[src/rtl/cpu_pkg.sv]
// Shared pipeline types: datapath width, packed control word, ALUOp encodings
// and the helper that clears side-effect bits for slots that must not retire.
package cpu_pkg;

  localparam int XLEN = 32;

  // ALUOp encodings carried in the control word; decoded by the EX-stage ALU control.
  localparam logic [1:0] ALUOP_ADD    = 2'b00;
  localparam logic [1:0] ALUOP_BRANCH = 2'b01;
  localparam logic [1:0] ALUOP_RTYPE  = 2'b10;
  localparam logic [1:0] ALUOP_ITYPE  = 2'b11;

  typedef struct packed {
    logic       reg_write;
    logic       mem_to_reg;
    logic       mem_read;
    logic       mem_write;
    logic       alu_src;
    logic       branch;
    logic [1:0] alu_op;
    logic       funct7_5;
    logic       jump;
  } ctrl_t;

  localparam ctrl_t CTRL_BUBBLE = '0;

  // A write to x0 must never reach the register file. An empty slot must also
  // never touch memory or redirect the front end.
  function automatic ctrl_t sanitize_ctrl(input ctrl_t c, input logic valid,
                                          input logic [4:0] rd);
    ctrl_t r;
    r = c;
    if (!valid || (rd == 5'd0)) begin
      r.reg_write  = 1'b0;
      r.mem_to_reg = 1'b0;
    end
    if (!valid) begin
      r.mem_write = 1'b0;
      r.mem_read  = 1'b0;
      r.branch    = 1'b0;
      r.jump      = 1'b0;
    end
    return r;
  endfunction

endpackage

[src/rtl/sat_counter.sv]
// Event counter that sticks at all-ones instead of wrapping.
module sat_counter #(
  parameter int W = 16
) (
  input  logic         clk,
  input  logic         rst_n,
  input  logic         inc,
  output logic [W-1:0] count
);

  // Count one event per enabled edge until every bit is set.
  always_ff @(posedge clk or negedge rst_n) begin
    if (!rst_n) begin
      count <= '0;
    end else if (inc && (count != {W{1'b1}})) begin
      count <= count + 1'b1;
    end
  end

endmodule

[src/rtl/id_ex_stage.sv]
// ID/EX pipeline register with operand forwarding and bubble/squash insertion.
module id_ex_stage
  import cpu_pkg::*;
#(
  parameter int XLEN  = cpu_pkg::XLEN,
  parameter int CNT_W = 16
) (
  input  logic             clk,
  input  logic             rst_n,
  input  logic             id_valid,
  input  logic [XLEN-1:0]  id_pc,
  input  logic [4:0]       id_rs1,
  input  logic [4:0]       id_rs2,
  input  logic [4:0]       id_rd,
  input  logic [XLEN-1:0]  id_rdata1,
  input  logic [XLEN-1:0]  id_rdata2,
  input  logic [XLEN-1:0]  id_imm,
  input  ctrl_t            id_ctrl,
  input  logic [2:0]       id_funct3,
  input  logic             forward1,
  input  logic             forward2,
  input  logic [XLEN-1:0]  forwarddata1,
  input  logic [XLEN-1:0]  forwarddata2,
  input  logic             stall,
  input  logic             flush,
  input  logic             ex_redirect,
  output logic             if_id_hold,
  output logic             ex_valid,
  output logic [XLEN-1:0]  ex_pc,
  output logic [XLEN-1:0]  ex_op1,
  output logic [XLEN-1:0]  ex_op2,
  output logic [XLEN-1:0]  ex_imm,
  output logic [4:0]       ex_rs1,
  output logic [4:0]       ex_rs2,
  output logic [4:0]       ex_rd,
  output ctrl_t            ex_ctrl,
  output logic [2:0]       ex_funct3,
  output logic [CNT_W-1:0] bubble_cnt,
  output logic [CNT_W-1:0] squash_cnt
);

  logic [XLEN-1:0] op1_n;
  logic [XLEN-1:0] op2_n;
  ctrl_t           ctrl_n;
  logic            bubble;

  // Operand select, sanitized control and front-end hold; redirect overrides a stall.
  always_comb begin
    op1_n      = forward1 ? forwarddata1 : id_rdata1;
    op2_n      = forward2 ? forwarddata2 : id_rdata2;
    ctrl_n     = sanitize_ctrl(id_ctrl, id_valid, id_rd);
    bubble     = stall | flush;
    if_id_hold = bubble & ~ex_redirect;
  end

  // Pipeline register: squash and bubble both load an empty slot, otherwise capture ID.
  always_ff @(posedge clk or negedge rst_n) begin
    if (!rst_n) begin
      ex_valid  <= 1'b0;
      ex_pc     <= '0;
      ex_op1    <= '0;
      ex_op2    <= '0;
      ex_imm    <= '0;
      ex_rs1    <= '0;
      ex_rs2    <= '0;
      ex_rd     <= '0;
      ex_ctrl   <= CTRL_BUBBLE;
      ex_funct3 <= '0;
    end else if (ex_redirect || bubble) begin
      ex_valid  <= 1'b0;
      ex_pc     <= '0;
      ex_op1    <= '0;
      ex_op2    <= '0;
      ex_imm    <= '0;
      ex_rs1    <= '0;
      ex_rs2    <= '0;
      ex_rd     <= '0;
      ex_ctrl   <= CTRL_BUBBLE;
      ex_funct3 <= '0;
    end else begin
      ex_valid  <= id_valid;
      ex_pc     <= id_pc;
      ex_op1    <= op1_n;
      ex_op2    <= op2_n;
      ex_imm    <= id_imm;
      ex_rs1    <= id_rs1;
      ex_rs2    <= id_rs2;
      ex_rd     <= id_rd;
      ex_ctrl   <= ctrl_n;
      ex_funct3 <= id_funct3;
    end
  end

  sat_counter #(.W(CNT_W)) u_bubble_cnt (
    .clk   (clk),
    .rst_n (rst_n),
    .inc   (if_id_hold),
    .count (bubble_cnt)
  );

  sat_counter #(.W(CNT_W)) u_squash_cnt (
    .clk   (clk),
    .rst_n (rst_n),
    .inc   (ex_redirect),
    .count (squash_cnt)
  );

endmodule

[config.mk]
export PLATFORM = sky130hd
export DESIGN_NAME = id_ex_stage
export DESIGN_NICKNAME = d
export VERILOG_FILES = /design/src/rtl/cpu_pkg.sv /design/src/rtl/sat_counter.sv /design/src/rtl/id_ex_stage.sv
export SDC_FILE = /design/constraint.sdc
export NUM_CORES = 1
export LEC_CHECK = 0
export CAP_MARGIN = 40
export CORE_ASPECT_RATIO = 0.75
export CORE_MARGIN = 8
export CORE_UTILIZATION = 30
export DETAILED_ROUTE_END_ITERATION = 6
export MAX_ROUTING_LAYER = met4
export PLACE_DENSITY = 0.71
export SYNTH_ARGS = -nofsm -noshare
export SYNTH_HDL_FRONTEND = slang
export SYNTH_HIERARCHICAL = 1
export SYNTH_SLANG_ARGS = --single-unit
[constraint.sdc]
create_clock -name clk -period 3.4 [get_ports clk]
set_input_delay 0.51 -clock clk [delete_from_list [all_inputs] [get_ports clk]]
set_output_delay 0.51 -clock clk [all_outputs]
set_load 0.01 [all_outputs]
==> results of run 1 <==
## layout by cell type, fill, tap and decap left out, drive strengths merged, types with 3 or more instances in the layout
cell / count
clkdlybuf4s50: 414
dfrtp: 189
and2: 90
nor2: 78
mux2i: 64
clkbuf: 21
nand4: 20
nand3: 18
buf: 11
xnor2: 10
a21oi: 6
nand2: 6
o21a: 6
and3: 6
a41oi: 4
xor2: 4
and4: 4
mux2: 4
a31oi: 4
clkinv: 4
nor4: 4
clkinvlp: 3
inv: 3
nor3: 3
## sequential cells by signal (all words and copies together), names as in the netlist
register	cells
ex_ctrl	10
u_bubble_cnt/count	16
ex_rs2	5
ex_imm	32
ex_funct3	3
ex_pc	32
ex_valid	1
ex_rs1	5
ex_op2	32
ex_op1	32
ex_rd	5
u_squash_cnt/count	16
## power by group through the flow
stage	Clock, uW	Combinational (uW)	Sequential [uW]
3_5_place_dp	0	986	2560
3_3_place_gp	0	970	2560
2_1_floorplan	0	289	2590
6_report	2010	977	2520
5_1_grt	2150	1050	2540
4_1_cts	2070	993	2520
## metrics by stage
step	cell area, um^2	utilization, %	power [uW]	cells
floorplan	7393	-	2878	561
global placement	11890	49.35	3528	1290
detailed placement	11940	49.55	3546	1292
CTS	12530	52.00	5587	1324
global route	12530	52.00	5747	1324
finish	12530	52.00	5508	1324
## worst max-delay path, stage by stage
cell	delay, ns
clkdlybuf4s50_1	0.64
nor2_1	0.19
buf_4	0.17
clkdlybuf4s50_1	0.54
## per-layer routing
metal	GRT usage (%)	wire, um	vias to the layer above
met3	5.716	2057	21
met2	29.46	13210	239
met1	19.98	10430	2826
met4	4.219	303	0
li1	-	-	2739
met5	-	0	-
## logic make-up after synthesis
kind of cell | count (synthesis) | share of synthesized area (%)
simple gates | 234 | 19.22
buf+inv | 26 | 2.285
compound gates | 28 | 3.046
xor+xnor | 14 | 1.658
mux | 68 | 9.477
fa+ha+maj | 2 | 0.3384
flops | 189 | 63.97
## worst max path at each step
stage,start,end,slack (ns),cells after the start
finish,ex_redirect,if_id_hold,0.82,4
global route,ex_redirect,if_id_hold,0.77,4
CTS,ex_redirect,if_id_hold,0.82,4
detailed placement,ex_redirect,if_id_hold,0.82,4
global placement,ex_redirect,if_id_hold,0.83,4
floorplan,flush,u_bubble_cnt/count[15],1.54,6
## layout make-up
class                      count  area share, %
clock inverter                12          1.059
clock buffer                  20          3.645
multi-input combinational    346          19.97
tap                          331          3.306
timing repair buffer         426          34.27
sequential                   189          37.75
==> metrics, run 1 <==
post-cts resize count=0; drt first pass iters=4; Vias/cell=4.400; Syn Std Cell Area=0.007393 mm^2; Vias=5825; post-synth top area share=63.97%; floorplan row count=49; synthesis warning total=6; fin worst setup slack=0.8233 ns; FF+latch count, synth=189; most common cell in the synthesized netlist=dfrtp_1; CTS max path bufs=2; RD Place Congestion=0.8718; post-layout min period=2.577 ns; Reg2Reg Depth=5; Crit path required time=2.89 ns; Reg clk slew, reported paths=0.07 ns; I/O pin total=418; flip-flop and latch area=0.004730 mm^2; fraction of layout cells with a size suffix above 1=7.855%; Worst Hold Class=in -> async; FF-to-FF setup slack=1.59 ns; register area share after synthesis=63.97%; ys flop type=dfrtp_1; pin count of the biggest net entering global routing=75; setup bufs post-CTS=0; Worst-Skew Late Latency=0.43 ns; final setup fails=0; post-synthesis instance total=561; Final Cycle Share=75.78%; DRC Markers=0; post-synthesis cell type count=38; Setup crit end kind=output port; Hold Slack=0.08125 ns; final hold violation count=0; Max VDD drop=0.3544 mV; pins over their slew limit=0; status=finished, final reports clean; total grt overflow=0; Fmax=0.3881 GHz; CTS Buf Count=17; Die H=152.0 um; GRT Overall Usage=17.51%; die outline width=197.3 um; Critical Path Fanout Max=9; fraction of registers with async set or reset after synthesis=100.0%; Max-slew headroom=48.28%; sw frac=25.96%; core area=0.02409 mm^2; initial antenna violation count=0; top cells by area, synth=dfrtp_1 (64%), mux2i_1 (8.7%), and2_1 (7.6%); n_diodes=0; crit start category=input port; Die ar.=0.02998 mm^2; reg2reg end=u_bubble_cnt/count[14]; starting density of the core=30.68%; Mapped Nets=791; final net count=1210; Post-Route WL=26000 um; CTS tree=done; Syn Area/Cell=13.18 um^2; pre-CTS setup slack=0.8212 ns; Post-DRT Antenna Nets=0; Critical Path AT=2.07 ns; CTS root buf=clkbuf_16; Pwr Density=439.7 mW/mm^2; setup_tns=0 ns; hpwl dp=20450 um; Fillers=2110; r2r startpoint=u_bubble_cnt/count[0]; leakage=0.005534 uW; area grow syn2layout=69.45%; clk_skew=0.007920 ns; first-pass GRT wire length=38750 um; RSZ-0062 raised after global routing=no; Synth area leader=dfrtp_1; H-tree depth=4; Clk pwr share=36.4%; first-iteration detailed-routing DRC count=256; Post-synth EDFFs=0; Post-synth top cells=dfrtp_1 (189), and2_1 (90), nor2_1 (68), mux2i_1 (64), nand4_1 (18); share of power burned in registers=45.8%; vias in the first global route=6205; I/O Buffers=417; WL per Instance=19.64 um; clk sinks=189; crit path kind=in -> out; combinational share of power=17.7%; internal power=4078 uW; MaxCap Viol Count=0; Worst Tran Pin Value=0.7757 ns; switching power=1430 uW; area of the multi-input gates=0.002502 mm^2; hold_buf cts=0
No activity file was read; power rests on OpenSTA's default activity.
==> run 2: changes to the inputs <==
Clock period 3.4 ns to 2.55 ns, I/O delays scaled along.
==> metrics, run 2 (synthesis results as in run 1) <==
Final Cycle Share=82.01%; WP buf/inv=3 (unchanged); CTS Buf Count=17 (unchanged); I/O pin total=418 (unchanged); commonest cells after routing, fill and taps aside=clkdlybuf4s50_1 (414), dfrtp_1 (189), and2_1 (90); Post-Route WL=26250 um (+0.96%); CP max-delay cell=clkdlybuf4s50_1; initial antenna violation count=1 (+1); area grow syn2layout=70.52%; FF-to-FF setup slack=0.75 ns (-0.84 ns); CP delay by family, top=buffers and inverters; GRT Overall Usage=17.82% (+0.31 points); area of the multi-input gates=0.002502 mm^2 (unchanged); Reg2Reg Depth=5 (unchanged); Worst Setup SP=stall; CTS tree=done; core area=0.02409 mm^2 (unchanged); vias in the first global route=6257 (+0.84%); reg2reg end=u_squash_cnt/count[14]; first-iteration detailed-routing DRC count=224 (-13%); H-tree depth=4 (unchanged); Worst Tran Pin Value=0.6105 ns (-0.1652 ns); setup bufs post-CTS=0 (unchanged); switching power=1918 uW (+34%); combinational share of power=17.4% (-0.3 points); crit path kind=in -> out; CP cell instances=clkdlybuf4s50_1, nor2_1, nor2_1, buf_4, clkdlybuf4s50_1; Worst-Skew Late Latency=0.43 ns (about the same); DRC Markers=0 (unchanged); r2r startpoint=u_squash_cnt/count[0]; fin cells=1331 (+0.53%); Setup crit end kind=output port; Inst Count DP=1297 (+0.39%); Max-slew headroom=59.30% (+11 points); final setup fails=0 (unchanged); Critical Path AT=1.71 ns (-0.36 ns); Post-DRT Antenna Nets=0 (unchanged); Die H=152.0 um (unchanged); crit start category=input port; internal power=5544 uW (+36%); status=finished, final reports clean; commonest non-fill, non-tap cell in the layout=clkdlybuf4s50_1; Crit path required time=2.17 ns (-0.72 ns); starting density of the core=30.68% (unchanged); die outline width=197.3 um (unchanged); HP Start=forward2; fraction of layout cells with a size suffix above 1=8.308% (+0.45 points); clk sinks=189 (unchanged); Clk pwr share=37.4% (+1.0 points); flip-flop and latch area=0.004730 mm^2 (unchanged); Worst Hold Class=in -> reg; final hold violation count=0 (unchanged); drt first pass iters=4 (unchanged); total grt overflow=0 (unchanged); post-layout min period=2.091 ns; RD Place Congestion=0.8351 (-4.2%); RSZ-0062 raised after global routing=no; CTS root buf=clkbuf_16; setup_tns=0 ns (unchanged); Vias/cell=4.427 (+0.62%); Hold Slack=0.4825 ns (+0.4012 ns); max incr delay on CP=0.55 ns (-0.09 ns); hpwl dp=20710 um (+1.3%); Critical Path Fanout Max=6 (-3); I/O Buffers=417 (unchanged); leakage=0.005583 uW (+0.88%); WL per Instance=19.72 um (+0.43%); pin count of the biggest net entering global routing=70 (-6.7%); Reg clk slew, reported paths=0.07 ns (about the same); Fmax=0.4782 GHz; CTS max path bufs=2 (unchanged); Die ar.=0.02998 mm^2 (unchanged); Max VDD drop=0.4891 mV (+38%); Worst Setup EP=if_id_hold; sw frac=25.71% (-0.25 points); first-pass GRT wire length=39390 um (+1.7%); Fillers=2076 (-1.6%); Vias=5892 (+1.2%); Worst path depth=5 (+1); floorplan row count=49 (unchanged); MaxCap Viol Count=0 (unchanged); final net count=1216 (+0.50%); clk_skew=0.005775 ns (-0.002145 ns); share of power burned in registers=45.1% (-0.7 points); pins over their slew limit=0 (unchanged); Pwr Density=592.0 mW/mm^2 (+35%)
[run 2: changes by cell type in the layout (fill, tap and decap cells not counted), sizes merged]
| cell | before | now |
|---|---|---|
| dlygate4sd3 | 0 | 1 |
| bufinv | 2 | 3 |
| clkinv | 4 | 5 |
| buf | 11 | 16 |
| diode | 0 | 1 |
| clkinvlp | 3 | 1 |
[run 2: power groups by stage]
stage	clock network, uW	registers [uW]	logic, uW
6_report	2790	3370	1300
5_1_grt	3000	3400	1400
4_1_cts	2880	3370	1320
3_5_place_dp	0	3420	1320
3_3_place_gp	0	3420	1300
2_1_floorplan	0	3450	386
[run 2: layer usage]
layer / part of all wire [%] / track usage (%) / wire, um
met1: 40 / 20.22 / 10480
met2: 51 / 29.99 / 13410
met3: 7.8 / 5.893 / 2050
met4: 1.2 / 4.505 / 309
met5: 0 / - / 0
[run 2: tightest hold or removal path, stage by stage]
cell     delay [ns]
buf_2          0.24
mux2i_1        0.17
nor2_1         0.08
[run 2: stage by stage]
step | setup slack [ns] | total power, uW | cell area [um^2] | util, %
5_1_grt | 0.3532 | 7799 | 12610 | 52.32
3_3_place_gp | 0.4478 | 4720 | 11980 | 49.73
2_1_floorplan | 0.8172 | 3837 | 7393 | -
4_1_cts | 0.4328 | 7572 | 12600 | 52.31
3_5_place_dp | 0.4259 | 4738 | 11980 | 49.73
6_report | 0.4586 | 7463 | 12610 | 52.32
[run 2: worst min-delay path by stage]
stage / slack, ns / endpoint / depth (start not counted)
floorplan: 0.09 / ex_ctrl[0] / 0
global placement: 0.45 / u_bubble_cnt/count[4] / 1
finish: 0.48 / ex_op2[22] / 3
global route: 0.47 / ex_ctrl[9] / 2
CTS: 0.45 / ex_op2[22] / 3
detailed placement: 0.45 / u_bubble_cnt/count[4] / 1
[run 2: final cells by class]
class                      count  area share, %
antenna                        1        0.01985
multi-input combinational    346          19.85
clock buffer                  20          3.622
tap                          331          3.285
clock inverter                12          1.241
timing repair buffer         432          34.47
sequential                   189          37.51
[run 2: what timing repair did]
action,in CTS,in global routing
endpoints found under the setup margin,0,0
hold endpoints to repair,66,0
gates resized for setup,0,0
hold buffers,1,0
==> run 3: changes to the inputs <==
Clock period 2.55 ns to 2.2 ns, I/O delays scaled along.
==> metrics, run 3 (synthesis results as in run 1) <==
I/O Buffers=417 (unchanged); Critical Path AT=1.65 ns (-0.06 ns); area of the multi-input gates=0.002502 mm^2 (unchanged); crit start category=input port; CTS root buf=clkbuf_16; Placed Instance Area=0.01200 mm^2 (+0.17%); total grt overflow=0 (unchanged); crit path kind=in -> out; status=finished, final reports clean; MaxCap Viol Count=0 (unchanged); Fillers=2117 (+2.0%); RSZ-0062 raised after global routing=no; post-layout total power=8286 uW (+11%); Max-slew headroom=67.01% (+7.7 points); drt first pass iters=4 (unchanged); fraction of layout cells with a size suffix above 1=8.308% (unchanged); CTS Buf Count=17 (unchanged); clk_skew=0.003039 ns (-0.002736 ns); setup_tns=0 ns (unchanged); initial antenna violation count=1 (unchanged); CTS tree=done; Post-Route WL=25960 um (-1.1%); Final Cycle Share=89.85%; post-layout util=52.11% (-0.21 points); pins over their slew limit=0 (unchanged); final instance area=0.01256 mm^2 (-0.41%); hpwl dp=20780 um (+0.31%); sw frac=26.53% (+0.82 points); Vias=5861 (-0.53%); Critical Path Fanout Max=6 (unchanged); vias in the first global route=6231 (-0.42%); Vias/cell=4.403 (-0.53%); Die ar.=0.02998 mm^2 (unchanged); combinational share of power=18.3% (+0.9 points); final hold violation count=0 (unchanged); first-iteration detailed-routing DRC count=280 (+25%); commonest non-fill, non-tap cell in the layout=clkdlybuf4s50_1; share of power burned in registers=47.1% (+2.0 points); CTS max path bufs=2 (unchanged); Die H=152.0 um (unchanged); final net count=1217 (+0.082%); starting density of the core=30.68% (unchanged); RD Place Congestion=0.8468 (+1.4%); pin count of the biggest net entering global routing=87 (+24%); Fmax=0.5059 GHz; Max VDD drop=0.5776 mV (+18%); Crit path required time=1.87 ns (-0.30 ns); DRC Markers=0 (unchanged); Reg clk slew, reported paths=0.07 ns (about the same); Worst Hold Class=in -> reg; WL per Instance=19.50 um (-1.1%); leakage=0.005554 uW (-0.51%); final setup fails=0 (unchanged); Setup crit end kind=output port; H-tree depth=4 (unchanged); first-pass GRT wire length=38850 um (-1.4%); core area=0.02409 mm^2 (unchanged); switching power=2198 uW (+15%); flip-flop and latch area=0.004730 mm^2 (unchanged); Clk pwr share=34.6% (-2.8 points); post-layout min period=1.977 ns; GRT Overall Usage=17.53% (-0.29 points); area grow syn2layout=69.83%; I/O pin total=418 (unchanged); Post-DRT Antenna Nets=0 (unchanged); Worst-Skew Late Latency=0.42 ns (about the same); die outline width=197.3 um (unchanged); clk sinks=189 (unchanged); Pwr Density=659.9 mW/mm^2 (+11%); floorplan row count=49 (unchanged); commonest cells after routing, fill and taps aside=clkdlybuf4s50_1 (414), dfrtp_1 (189), and2_1 (90); Worst Tran Pin Value=0.4948 ns (-0.1157 ns); internal power=6088 uW (+9.8%)
-- run 3: layer usage --
| layer | GRT usage (%) | vias to the layer above | wire length, um | part of all wire [%] |
|---|---|---|---|---|
| li1 | - | 2754 | - | - |
| met1 | 19.90 | 2855 | 10200 | 39 |
| met2 | 29.41 | 226 | 13170 | 51 |
| met3 | 5.915 | 26 | 2141 | 8.2 |
| met4 | 4.398 | 0 | 449 | 1.7 |
| met5 | - | - | 0 | 0 |
-- run 3: power by group through the flow --
stage	clock, uW	sequential, uW	combinational [uW]
3_3_place_gp	0	3970	1510
5_1_grt	3110	3940	1640
6_report	2860	3900	1520
4_1_cts	2970	3900	1540
3_5_place_dp	0	3960	1530
2_1_floorplan	0	4000	447
-- run 3: final timing paths --
path / from / endpoint / slack [ns] / depth (start not counted)
worst max-delay path: flush / if_id_hold / 0.22 / 5
worst min-delay path: forward1 / ex_op1[16] / 0.37 / 3
worst max register to register: u_squash_cnt/count[0] / u_squash_cnt/count[10] / 0.39 / 5
worst min register to register: u_squash_cnt/count[0] / u_squash_cnt/count[0] / 0.57 / 1
max in group asynchronous: rst_n / ex_pc[2] / 1.10 / 3
min in group asynchronous: rst_n / u_squash_cnt/count[11] / 0.43 / 2
-- run 3: through the flow --
step	cells	setup slack, ns	hold WS, ns
after floorplan	561	0.5197	0.03441
after global placement	1298	0.1761	0.3497
after detailed placement	1298	0.1534	0.3501
after CTS	1330	0.2096	0.3416
after global routing	1331	0.1641	0.3805
final	1331	0.2232	0.3717
-- run 3: final cells by class --
cell class                      instances  share of cell area (%)
Antenna cell                            1                 0.01993
Timing Repair Buffer                  433                   34.77
Multi-Input combinational cell        346                   19.93
Clock inverter                         11                  0.6776
Sequential cell                       189                   37.67
Tap cell                              331                   3.298
Clock buffer                           20                   3.637
-- run 3: timing repair --
item / in CTS / in global routing
hold buffers: 1 / 0
endpoints found under the hold margin: 52 / 0
resized for setup: 0 / 0
buffers inserted: 0 / 0
-- run 3: critical path: stages --
cell	delay, ns
clkdlybuf4s50_1	0.48
nor2_1	0.06
nor2_1	0.08
buf_4	0.16
clkdlybuf4s50_1	0.55
